**src/rtl/axis_frame_stats_pkg.sv**
```systemverilog
// Shared types and helpers for the AXI-Stream frame statistics monitor.
// Optional min/max tracking is enabled by defining AXIS_FRAME_STATS_MINMAX_EN.
package axis_frame_stats_pkg;

  // Widest supported frame length and tkeep; narrower instances cast into these.
  localparam int LEN_MAX_W  = 32;
  localparam int KEEP_MAX_W = 128;

  // One completed-frame result: length and "length saturated" flag.
  typedef struct packed {
    logic                 sat;
    logic [LEN_MAX_W-1:0] len;
  } len_rec_t;

  // Number of set bits in a byte-enable mask; gaps in the mask are counted as-is.
  function automatic logic [7:0] popcount(input logic [KEEP_MAX_W-1:0] v);
    logic [7:0] n;
    n = '0;
    for (int i = 0; i < KEEP_MAX_W; i++) begin
      n = n + {7'd0, v[i]};
    end
    return n;
  endfunction

endpackage

```
**src/rtl/axis_frame_stats_fifo.sv**
```systemverilog
// Result FIFO for axis_frame_stats. Shift-register organisation so the head
// entry is always a flop (registered output); output reads as zero when empty.
module axis_frame_stats_fifo
  import axis_frame_stats_pkg::*;
#(
  parameter int DEPTH = 4
) (
  input  logic     clk,
  input  logic     rst,
  input  logic     push,
  input  len_rec_t push_data,
  input  logic     pop,
  output logic     full,
  output logic     out_valid,
  output len_rec_t out_data
);

  localparam int IDX_W = $clog2(DEPTH);
  localparam int CNT_W = IDX_W + 1;

  len_rec_t           mem_q [DEPTH];
  len_rec_t           mem_d [DEPTH];
  logic [CNT_W-1:0]   cnt_q;
  logic [CNT_W-1:0]   cnt_d;
  logic [CNT_W-1:0]   wr_pos;
  logic               do_pop;
  logic               do_push;

  assign full      = (cnt_q == CNT_W'(DEPTH));
  assign out_valid = (cnt_q != '0);
  assign out_data  = out_valid ? mem_q[0] : '0;

  // Next-state: shift down on pop, then write behind the last occupied slot.
  always_comb begin
    mem_d   = mem_q;
    do_pop  = pop && out_valid;
    do_push = push && (!full || do_pop);
    wr_pos  = do_pop ? (cnt_q - CNT_W'(1)) : cnt_q;
    if (do_pop) begin
      for (int i = 0; i < DEPTH - 1; i++) begin
        mem_d[i] = mem_q[i + 1];
      end
      mem_d[DEPTH-1] = '0;
    end
    if (do_push) begin
      mem_d[wr_pos[IDX_W-1:0]] = push_data;
    end
    cnt_d = cnt_q + CNT_W'(do_push) - CNT_W'(do_pop);
  end

  // Occupancy is control state and is reset; storage is data and is not.
  always_ff @(posedge clk) begin
    if (rst) begin
      cnt_q <= '0;
    end else begin
      cnt_q <= cnt_d;
    end
  end

  // Storage update.
  always_ff @(posedge clk) begin
    mem_q <= mem_d;
  end

endmodule

```
**src/rtl/axis_frame_stats.sv**
```systemverilog
// Passive AXI-Stream frame length monitor: accumulates accepted bytes (or
// beats) per frame, queues each completed length in a small FIFO and keeps
// frame/drop counters. Define AXIS_FRAME_STATS_MINMAX_EN to also track the
// shortest and longest completed frame.
module axis_frame_stats
  import axis_frame_stats_pkg::*;
#(
  parameter int DATA_WIDTH  = 64,
  parameter bit KEEP_ENABLE = (DATA_WIDTH > 8),
  parameter int KEEP_WIDTH  = DATA_WIDTH / 8,
  parameter int LEN_WIDTH   = 16,
  parameter int CNT_WIDTH   = 32,
  parameter int FIFO_DEPTH  = 4
) (
  input  logic                  clk,
  input  logic                  rst,
  input  logic [KEEP_WIDTH-1:0] monitor_axis_tkeep,
  input  logic                  monitor_axis_tvalid,
  input  logic                  monitor_axis_tready,
  input  logic                  monitor_axis_tlast,
  input  logic                  stat_clear,
  output logic [LEN_WIDTH-1:0]  len_tdata,
  output logic                  len_tuser,
  output logic                  len_tvalid,
  input  logic                  len_tready,
  output logic [CNT_WIDTH-1:0]  frame_count,
  output logic [CNT_WIDTH-1:0]  drop_count,
  output logic [LEN_WIDTH-1:0]  min_len,
  output logic [LEN_WIDTH-1:0]  max_len
);

  localparam int SUM_W = LEN_WIDTH + 9;
  localparam logic [LEN_WIDTH-1:0] LEN_ONES = {LEN_WIDTH{1'b1}};

  // Saturating add of a beat count into the length; returns {overflow, len}.
  function automatic logic [LEN_WIDTH:0] len_add(input logic [LEN_WIDTH-1:0] acc,
                                                 input logic [7:0] cnt);
    logic [SUM_W-1:0] s;
    s = SUM_W'(acc) + SUM_W'(cnt);
    if (s > SUM_W'(LEN_ONES)) begin
      return {1'b1, LEN_ONES};
    end
    return {1'b0, s[LEN_WIDTH-1:0]};
  endfunction

  // Increment that sticks at all-ones.
  function automatic logic [CNT_WIDTH-1:0] sat_inc(input logic [CNT_WIDTH-1:0] v);
    return (v == {CNT_WIDTH{1'b1}}) ? v : v + CNT_WIDTH'(1);
  endfunction

  logic [LEN_WIDTH-1:0] acc_q, acc_d;
  logic                 sat_q, sat_d;
  logic [CNT_WIDTH-1:0] frame_count_q, frame_count_d;
  logic [CNT_WIDTH-1:0] drop_count_q, drop_count_d;
  logic [7:0]           beat_cnt;
  logic                 accept;
  logic                 push;
  logic                 pop;
  logic                 drop;
  logic                 ovf;
  logic [LEN_WIDTH-1:0] new_len;
  logic                 new_sat;
  logic                 fifo_full;
  len_rec_t             push_rec;
  len_rec_t             out_rec;

  // Per-beat accounting and the result record for a closing beat.
  always_comb begin
    accept         = monitor_axis_tvalid && monitor_axis_tready;
    push           = accept && monitor_axis_tlast;
    beat_cnt       = KEEP_ENABLE ? popcount(KEEP_MAX_W'(monitor_axis_tkeep)) : 8'd1;
    {ovf, new_len} = len_add(acc_q, beat_cnt);
    new_sat        = sat_q | ovf;
    push_rec.len   = LEN_MAX_W'(new_len);
    push_rec.sat   = new_sat;
    acc_d          = acc_q;
    sat_d          = sat_q;
    if (accept) begin
      if (monitor_axis_tlast) begin
        acc_d = '0;
        sat_d = 1'b0;
      end else begin
        acc_d = new_len;
        sat_d = new_sat;
      end
    end
  end

  // Counter next-state; a clear coinciding with a frame end counts that frame.
  always_comb begin
    pop  = len_tvalid && len_tready;
    drop = push && fifo_full && !pop;
    if (stat_clear) begin
      frame_count_d = push ? CNT_WIDTH'(1) : '0;
      drop_count_d  = drop ? CNT_WIDTH'(1) : '0;
    end else begin
      frame_count_d = frame_count_q + CNT_WIDTH'(push);
      drop_count_d  = drop ? sat_inc(drop_count_q) : drop_count_q;
    end
  end

  // Accumulator and statistics registers.
  always_ff @(posedge clk) begin
    if (rst) begin
      acc_q         <= '0;
      sat_q         <= 1'b0;
      frame_count_q <= '0;
      drop_count_q  <= '0;
    end else begin
      acc_q         <= acc_d;
      sat_q         <= sat_d;
      frame_count_q <= frame_count_d;
      drop_count_q  <= drop_count_d;
    end
  end

  axis_frame_stats_fifo #(
    .DEPTH (FIFO_DEPTH)
  ) u_fifo (
    .clk       (clk),
    .rst       (rst),
    .push      (push),
    .push_data (push_rec),
    .pop       (pop),
    .full      (fifo_full),
    .out_valid (len_tvalid),
    .out_data  (out_rec)
  );

  assign len_tdata   = LEN_WIDTH'(out_rec.len);
  assign len_tuser   = out_rec.sat;
  assign frame_count = frame_count_q;
  assign drop_count  = drop_count_q;

`ifdef AXIS_FRAME_STATS_MINMAX_EN
  logic [LEN_WIDTH-1:0] min_len_q, min_len_d;
  logic [LEN_WIDTH-1:0] max_len_q, max_len_d;

  // Extremes over completed frames, including ones the FIFO dropped.
  always_comb begin
    min_len_d = min_len_q;
    max_len_d = max_len_q;
    if (stat_clear) begin
      min_len_d = push ? new_len : LEN_ONES;
      max_len_d = push ? new_len : '0;
    end else if (push) begin
      if (new_len < min_len_q) min_len_d = new_len;
      if (new_len > max_len_q) max_len_d = new_len;
    end
  end

  // Min/max registers.
  always_ff @(posedge clk) begin
    if (rst) begin
      min_len_q <= LEN_ONES;
      max_len_q <= '0;
    end else begin
      min_len_q <= min_len_d;
      max_len_q <= max_len_d;
    end
  end

  assign min_len = min_len_q;
  assign max_len = max_len_q;
`else
  assign min_len = '0;
  assign max_len = '0;
`endif

endmodule

```
**config.mk**
```make
export PLATFORM = sky130hd
export DESIGN_NAME = axis_frame_stats
export DESIGN_NICKNAME = d
export VERILOG_FILES = /design/src/rtl/axis_frame_stats_pkg.sv /design/src/rtl/axis_frame_stats_fifo.sv /design/src/rtl/axis_frame_stats.sv
export SDC_FILE = /design/constraint.sdc
export NUM_CORES = 1
export LEC_CHECK = 0
export ABC_AREA = 1
export CAP_MARGIN = 0
export CORE_MARGIN = 2
export CORE_UTILIZATION = 40
export CTS_CLUSTER_SIZE = 12
export DETAILED_ROUTE_END_ITERATION = 10
export PLACE_DENSITY = 0.6
export REMOVE_ABC_BUFFERS = 1
export SLEW_MARGIN = 10
export SYNTH_ARGS = -nofsm -noshare
export SYNTH_HDL_FRONTEND = slang
export SYNTH_SLANG_ARGS = --single-unit
```
**constraint.sdc**
```tcl
create_clock -name clk -period 10.2 [get_ports clk]
set_clock_uncertainty 0.15 [all_clocks]
set_input_delay 2.55 -clock clk [delete_from_list [all_inputs] [get_ports clk]]
set_output_delay 2.55 -clock clk [all_outputs]
set_load 0.03 [all_outputs]
```
==> out/results.ini, run 1 <==
[outcome]
status=complete, no violations

[floorplan]
dieHeight_um=149
initial_utilization=0.411
core_area_um2=20400
dieArea_um2=22100
io_pins=129
die_w_um=149
rows=52

[sta]
min_period_ns=6.45
worstMarginPinSlew_ns=0.781
fin_ws_ns=3.75
final.period_utilization=0.632
max_freq_ghz=0.155
slew_headroom=0.478
drv_slew=0
finalHoldViolations=0
setup_violations=0
rsz0062_at_grt=false
tns_ns=0

[worst_setup_path]
regToRegStartpoint=acc_q[0]
worst_setup_path_start_kind=primary input
cp_slowest_stage_delay_ns=0.54
critPathMostFrequentCell=fa_1
rr_worst_depth=14
critPathKind=in -> reg
arrival_ns=6.65
cp.buffers_inverters=3
end_kind=flip-flop
crit_family=adder cells
reg2reg_to=acc_q[2]
r2r_slack_ns=6.46
worstPathCellList=clkdlybuf4s50_1 > fa_1 > inv_1 > fa_1 > fa_1 > fa_1 > fa_1 > inv_1 > nand3_1 > nand2_1 > nand2_1 > nor2_2 > nand2_2 > o21ai_0 > nand2_1 > a21oi_1
crit_required_ns=10.40
cp_slowest_cell=fa_1
crit_fanout=17

[clock_network]
ctsHoldBuffers=0
cts_buffers=17
clock_latency_ns=0.42
root_buffer=clkbuf_16
post_cts_resized=0
cts.sinks=152
clkSlewWorstSetupHoldPaths_ns=0.06
cts.path.max_buffers=2
post_cts_buffers=0
cts.htree.levels=4
cts_tree=done

[synthesis]
syn-cell-area_um2=8380
synth_area_leader_cell=dfxtp_1
synthTopCellsByArea=dfxtp_1 36%, nand2_1 16%, nor2_1 8.4%
synth_cells=1281
synth_top_area_share=0.363
ys_seq_elements=152
ys_warn_count=0
synth_cell_types=42
ys_seq_area_frac=0.363
synth_area_per_cell_um2=6.54

[route]
vias_per_cell=4.85
drc=0
drt_first_pass_iters=9
wire_per_inst_um=13.4
via_count=7981
routed_wirelength_mm=22.1
ant_nets=0
drt_iter0_drc=482

[place]
hpwl_mm=15.3
port_buffers=96
place_congestion=0.921
place_worst_setup_slack_ns=3.29

[finish]
fill_cells=2101
antenna_cells=0
drive_gt1_frac=0.0633
fin_nets=1394
area_delta_synth_final_pct=19.8

[global_routing]
grt_overflow=0
grt_pass1_vias=7257
grt_usage=0.202
grt_antenna_before_repair=0
grt_max_degree=66
grt_first_pass_wirelength_mm=36.1

[power]
leakage_nw=3.94
irDropWorstVdd_mv=0.117
p_per_area_nw_per_um2=187

[worst_hold_path]
hold-path-endpoint=acc_q[2]
hold_start=acc_q[2]
holdPathStages=2
min_path_type=reg -> reg

[flow_run]
drv_cap=0

-- cell families (layout without fill, tap and decap cells) --
kind of cell / count (synthesis) / in the layout / share of synthesized area
simple gates: 731 / 731 / 0.374
buf+inv: 209 / 271 / 0.113
fa+ha+maj: 18 / 18 / 0.0323
flops: 152 / 152 / 0.363
other cells: 1 / 32 / 0.000448
xor+xnor: 12 / 12 / 0.0125
compound gates: 158 / 158 / 0.105
-- final cells by class --
type	instances	area, um^2	area share
Timing Repair Buffer	103	1010	0.101
Sequential cell	152	3040	0.303
Tap cell	270	338	0.0337
Clock inverter	13	158	0.0157
Multi-Input combinational cell	951	4520	0.450
Inverter	136	515	0.0514
Clock buffer	19	453	0.0451
-- cells in the mapped netlist --
cell        n
nand2_1   362
nor2_1    188
dfxtp_1   152
inv_1     130
nand3_1    99
a21oi_1    63
o21ai_0    55
buf_4      32
clkbuf_1   21
nand4_1    17
buf_2      16
o21a_1     16
nor3_1     15
a31oi_1    13
nor2_2     13
ha_1       12
nand2_2     9
nand3b_1    8
xor2_1      8
or2_2       7
fa_1        6
o21bai_1    5
inv_2       4
xnor2_1     4
nand3_2     3
buf_1       2
buf_6       2
nor3_2      2
nor3b_1     2
o211ai_1    2
or2_0       2
a211oi_1    1
clkinv_1    1
conb_1      1
inv_6       1
nand2_8     1
nand3_4     1
nor2_4      1
nor2_8      1
o21ai_1     1
o21ai_2     1
o21ai_4     1
-- registers in the layout (all words and copies together) (netlist names) --
signal	count
acc_q	16
drop_count	32
frame_count	32
sat_q	1
u_fifo.cnt_q	3
u_fifo.mem_q	68
-- cell usage in the layout, fill, tap and decap left out, types with 8 or more instances in the layout --
| cell type | netlist | final |
|---|---|---|
| nor2_1 | 188 | 187 |
| nand3b_1 | 8 | 8 |
| nand3_1 | 99 | 99 |
| nand4_1 | 17 | 17 |
| clkdlybuf4s50_1 | 0 | 96 |
| a21oi_1 | 63 | 63 |
| xor2_1 | 8 | 8 |
| ha_1 | 12 | 12 |
| nor3_1 | 15 | 15 |
| o21ai_0 | 55 | 55 |
| nand2_2 | 9 | 10 |
| dfxtp_1 | 152 | 152 |
| a31oi_1 | 13 | 13 |
| clkbuf_16 | 0 | 17 |
| nand2_1 | 362 | 361 |
| o21a_1 | 16 | 16 |
| nor2_2 | 13 | 14 |
| conb_1 | 1 | 32 |
| inv_1 | 130 | 129 |
-- tightest hold or removal path: cells and delay by family, from the launching register on --
kind,cells,cell delay [ns]
flops,1,0.31
simple gates,1,0.06
compound gates,1,0.05
-- power breakdown --
group	internal (W)	total [W]	switching, W	leakage (nW)
registers	0.000675	0.000708	0.0000323	1.23
clock network	0.000380	0.000651	0.000271	0.291
logic	0.000175	0.000522	0.000347	2.41
-- worst max-delay path by stage --
| stage | start | endpoint | cells after the start |
|---|---|---|---|
| floorplan | len_tready | u_fifo.mem_q[101] | 6 |
| global placement | monitor_axis_tkeep[0] | acc_q[2] | 16 |
| detailed placement | monitor_axis_tkeep[0] | acc_q[2] | 16 |
| CTS | monitor_axis_tkeep[0] | acc_q[2] | 16 |
| global route | monitor_axis_tkeep[0] | u_fifo.mem_q[0] | 16 |
| finish | monitor_axis_tkeep[0] | acc_q[2] | 16 |
-- per-stage QoR --
stage | total power, W | utilization | hold slack [ns] | area, um^2 | instances
after global routing | 0.00199 | 0.493 | 0.334 | 10000 | 1644
after floorplan | 0.00107 | - | 0.289 | 8070 | 1239
final | 0.00188 | 0.493 | 0.321 | 10000 | 1644
after global placement | 0.00124 | 0.463 | 0.304 | 9430 | 1612
after detailed placement | 0.00124 | 0.463 | 0.310 | 9430 | 1612
after CTS | 0.00190 | 0.493 | 0.322 | 10000 | 1644
-- layer usage --
layer	track usage	part of all wire	vias to the layer above
met4	0.0486	0.0098	0
met3	0.0439	0.057	17
met5	0	0	-
met2	0.320	0.45	192
li1	-	-	4163
met1	0.282	0.48	3609
Power figures use the tool's default switching activity.
==> run 2: changes to the inputs <==
--- a/config.mk
+++ b/config.mk
@@ -11,7 +11,7 @@
 export CORE_UTILIZATION = 40
 export CTS_CLUSTER_SIZE = 12
 export DETAILED_ROUTE_END_ITERATION = 10
-export PLACE_DENSITY = 0.6
+export PLACE_DENSITY = 0.63
 export REMOVE_ABC_BUFFERS = 1
 export SLEW_MARGIN = 10
 export SYNTH_ARGS = -nofsm -noshare
==> constraint.sdc (replaced) <==
create_clock -name clk -period 5.4 [get_ports clk]
set_clock_uncertainty 0.15 [all_clocks]
set_input_delay 1.35 -clock clk [delete_from_list [all_inputs] [get_ports clk]]
set_output_delay 1.35 -clock clk [all_outputs]
set_load 0.03 [all_outputs]
==> run 2 against run 1 <==
  * Via count increased by 2.1%
  * Clock-buffer cell count shrank 1
  * Sequential share of layout area fell by 0.17 points
  * Wire length is 1.1% higher
  * Setup slack lost 3.5 ns
  * Critical path type unchanged
  * Largest cell class unchanged
  * Largest power group unchanged
==> out/results.ini, run 2 (synthesis gave the netlist of run 1 again) <==
[worst_setup_path]
end_kind=flip-flop
worst_setup_path_start_kind=primary input
crit_required_ns=5.63  ; -4.77 ns
worstPathCellList=clkdlybuf4s50_1 > fa_1 > inv_1 > fa_1 > fa_1 > fa_1 > fa_1 > inv_1 > nand3_1 > nand2_1 > nand2_1 > nor2_2 > nand2_2 > buf_4 > nand2_1 > buf_4 > nand2_1 > nand2_1
crit_fanout=15  ; -2
cp_slowest_stage_delay_ns=0.54  ; about the same
arrival_ns=5.33  ; -1.32 ns
cp_slowest_cell=fa_1
critPathKind=in -> reg

[sta]
drv_slew=0  ; unchanged
finalHoldViolations=0  ; unchanged
rsz0062_at_grt=false
max_freq_ghz=0.196
min_period_ns=5.10
final.period_utilization=0.945
worstMarginPinSlew_ns=0.740  ; -0.0417 ns
slew_headroom=0.506  ; +0.0278
fin_ws_ns=0.299  ; -3.45 ns
tns_ns=0  ; unchanged
setup_violations=0  ; unchanged

[clock_network]
root_buffer=clkbuf_16
cts.sinks=152  ; unchanged
cts_tree=done
cts.path.max_buffers=2  ; unchanged
ctsHoldBuffers=0  ; unchanged
cts_buffers=17  ; unchanged
clkSlewWorstSetupHoldPaths_ns=0.07  ; about the same
post_cts_resized=0  ; unchanged
cts.htree.levels=4  ; unchanged
post_cts_buffers=0  ; unchanged
clock_latency_ns=0.43  ; about the same

[global_routing]
grt_first_pass_wirelength_mm=37.1  ; +2.6%
grt_usage=0.206  ; +0.00423
grt_antenna_before_repair=1  ; +1
grt_pass1_vias=7471  ; +2.9%
grt_overflow=0  ; unchanged
grt_max_degree=66  ; unchanged

[place]
place_congestion=0.900  ; -2.3%
hpwl_mm=15.9  ; +3.6%
placed_cells=1625  ; +0.81%
port_buffers=96  ; unchanged
placed_cell_area_um2=9530  ; +1.0%
place_worst_setup_slack_ns=-0.153  ; -3.44 ns

[finish]
largest_register=u_fifo.mem_q
drive_gt1_frac=0.0714  ; +0.00806
instances_no_fill=1657  ; +0.79%
mostFrequentLayoutCell=nand2_1
fin_nets=1407  ; +0.93%
largest_register_ffs=68  ; unchanged
area_delta_synth_final_pct=20.5
final_cell_area_um2=10100  ; +0.55%
final_util=0.496  ; +0.00270
antenna_cells=0  ; unchanged
final_cell_mix=361 x nand2_1, 187 x nor2_1, 152 x dfxtp_1

[route]
wire_per_inst_um=13.5  ; +0.33%
via_count=8148  ; +2.1%
drt_iter0_drc=532  ; +10%
routed_wirelength_mm=22.4  ; +1.1%
drc=0  ; unchanged
drt_first_pass_iters=6  ; -3
ant_nets=0  ; unchanged
vias_per_cell=4.92  ; +1.3%

[flow_run]
drv_cap=0  ; unchanged

[floorplan]
die_w_um=149  ; unchanged
io_pins=129  ; unchanged
dieArea_um2=22100  ; unchanged
initial_utilization=0.411  ; unchanged
dieHeight_um=149  ; unchanged
core_area_um2=20400  ; unchanged
rows=52  ; unchanged

[worst_hold_path]
min_path_type=reg -> reg

[power]
leakage_nw=3.98  ; +1.1%
irDropWorstVdd_mv=0.225  ; +92%
p_per_area_nw_per_um2=347  ; +85%

[outcome]
status=complete, no violations

run 2: changes by cell type in the layout (fill, tap and decap cells not counted), sizes merged:
| cell | change |
|---|---|
| buf | +13 |
| clkbuf | -1 |
| inv | +1 |
| clkinvlp | +1 |
| bufinv | -1 |
run 2: worst paths after layout:
path	from	to	slack, ns	cells after the start
worst min register to register	u_fifo.mem_q[7]	u_fifo.mem_q[7]	0.32	2
worst min-delay path	u_fifo.mem_q[7]	u_fifo.mem_q[7]	0.32	2
worst max-delay path	monitor_axis_tkeep[0]	u_fifo.mem_q[13]	0.30	18
worst max register to register	acc_q[0]	u_fifo.mem_q[13]	1.81	16
run 2: area by class of cell:
type	instances	area, um^2
timing repair buffer	116	1110
tap	270	338
multi-input combinational	951	4520
clock inverter	14	139
inverter	136	515
fill	2086	10300
clock buffer	18	429
sequential	152	3040
run 2: stage by stage:
stage | total power, W | hold slack [ns]
finish | 0.00350 | 0.320
global route | 0.00371 | 0.337
CTS | 0.00353 | 0.322
detailed placement | 0.00236 | 0.310
global placement | 0.00235 | 0.307
floorplan | 0.00203 | 0.289
run 2: report_power, final:
| group | internal (W) | total (W) | switching [W] |
|---|---|---|---|
| Sequential | 0.00128 | 0.00134 | 0.0000624 |
| Combinational | 0.000336 | 0.000996 | 0.000660 |
| Clock | 0.000646 | 0.00116 | 0.000518 |
run 2: metal layers:
metal,up-vias,GRT usage,part of all wire
met5,-,0,0.00049
met4,2,0.0576,0.015
met3,34,0.0457,0.054
met2,211,0.316,0.43
met1,3711,0.292,0.50
li1,4190,-,-
run 2: worst max-delay path, delay by kind of cell:
kind / cells / cell delay, ns
adders and majority gates: 5 / 2.29
buffers and inverters: 5 / 0.91
and+or+nand+nor: 8 / 0.77
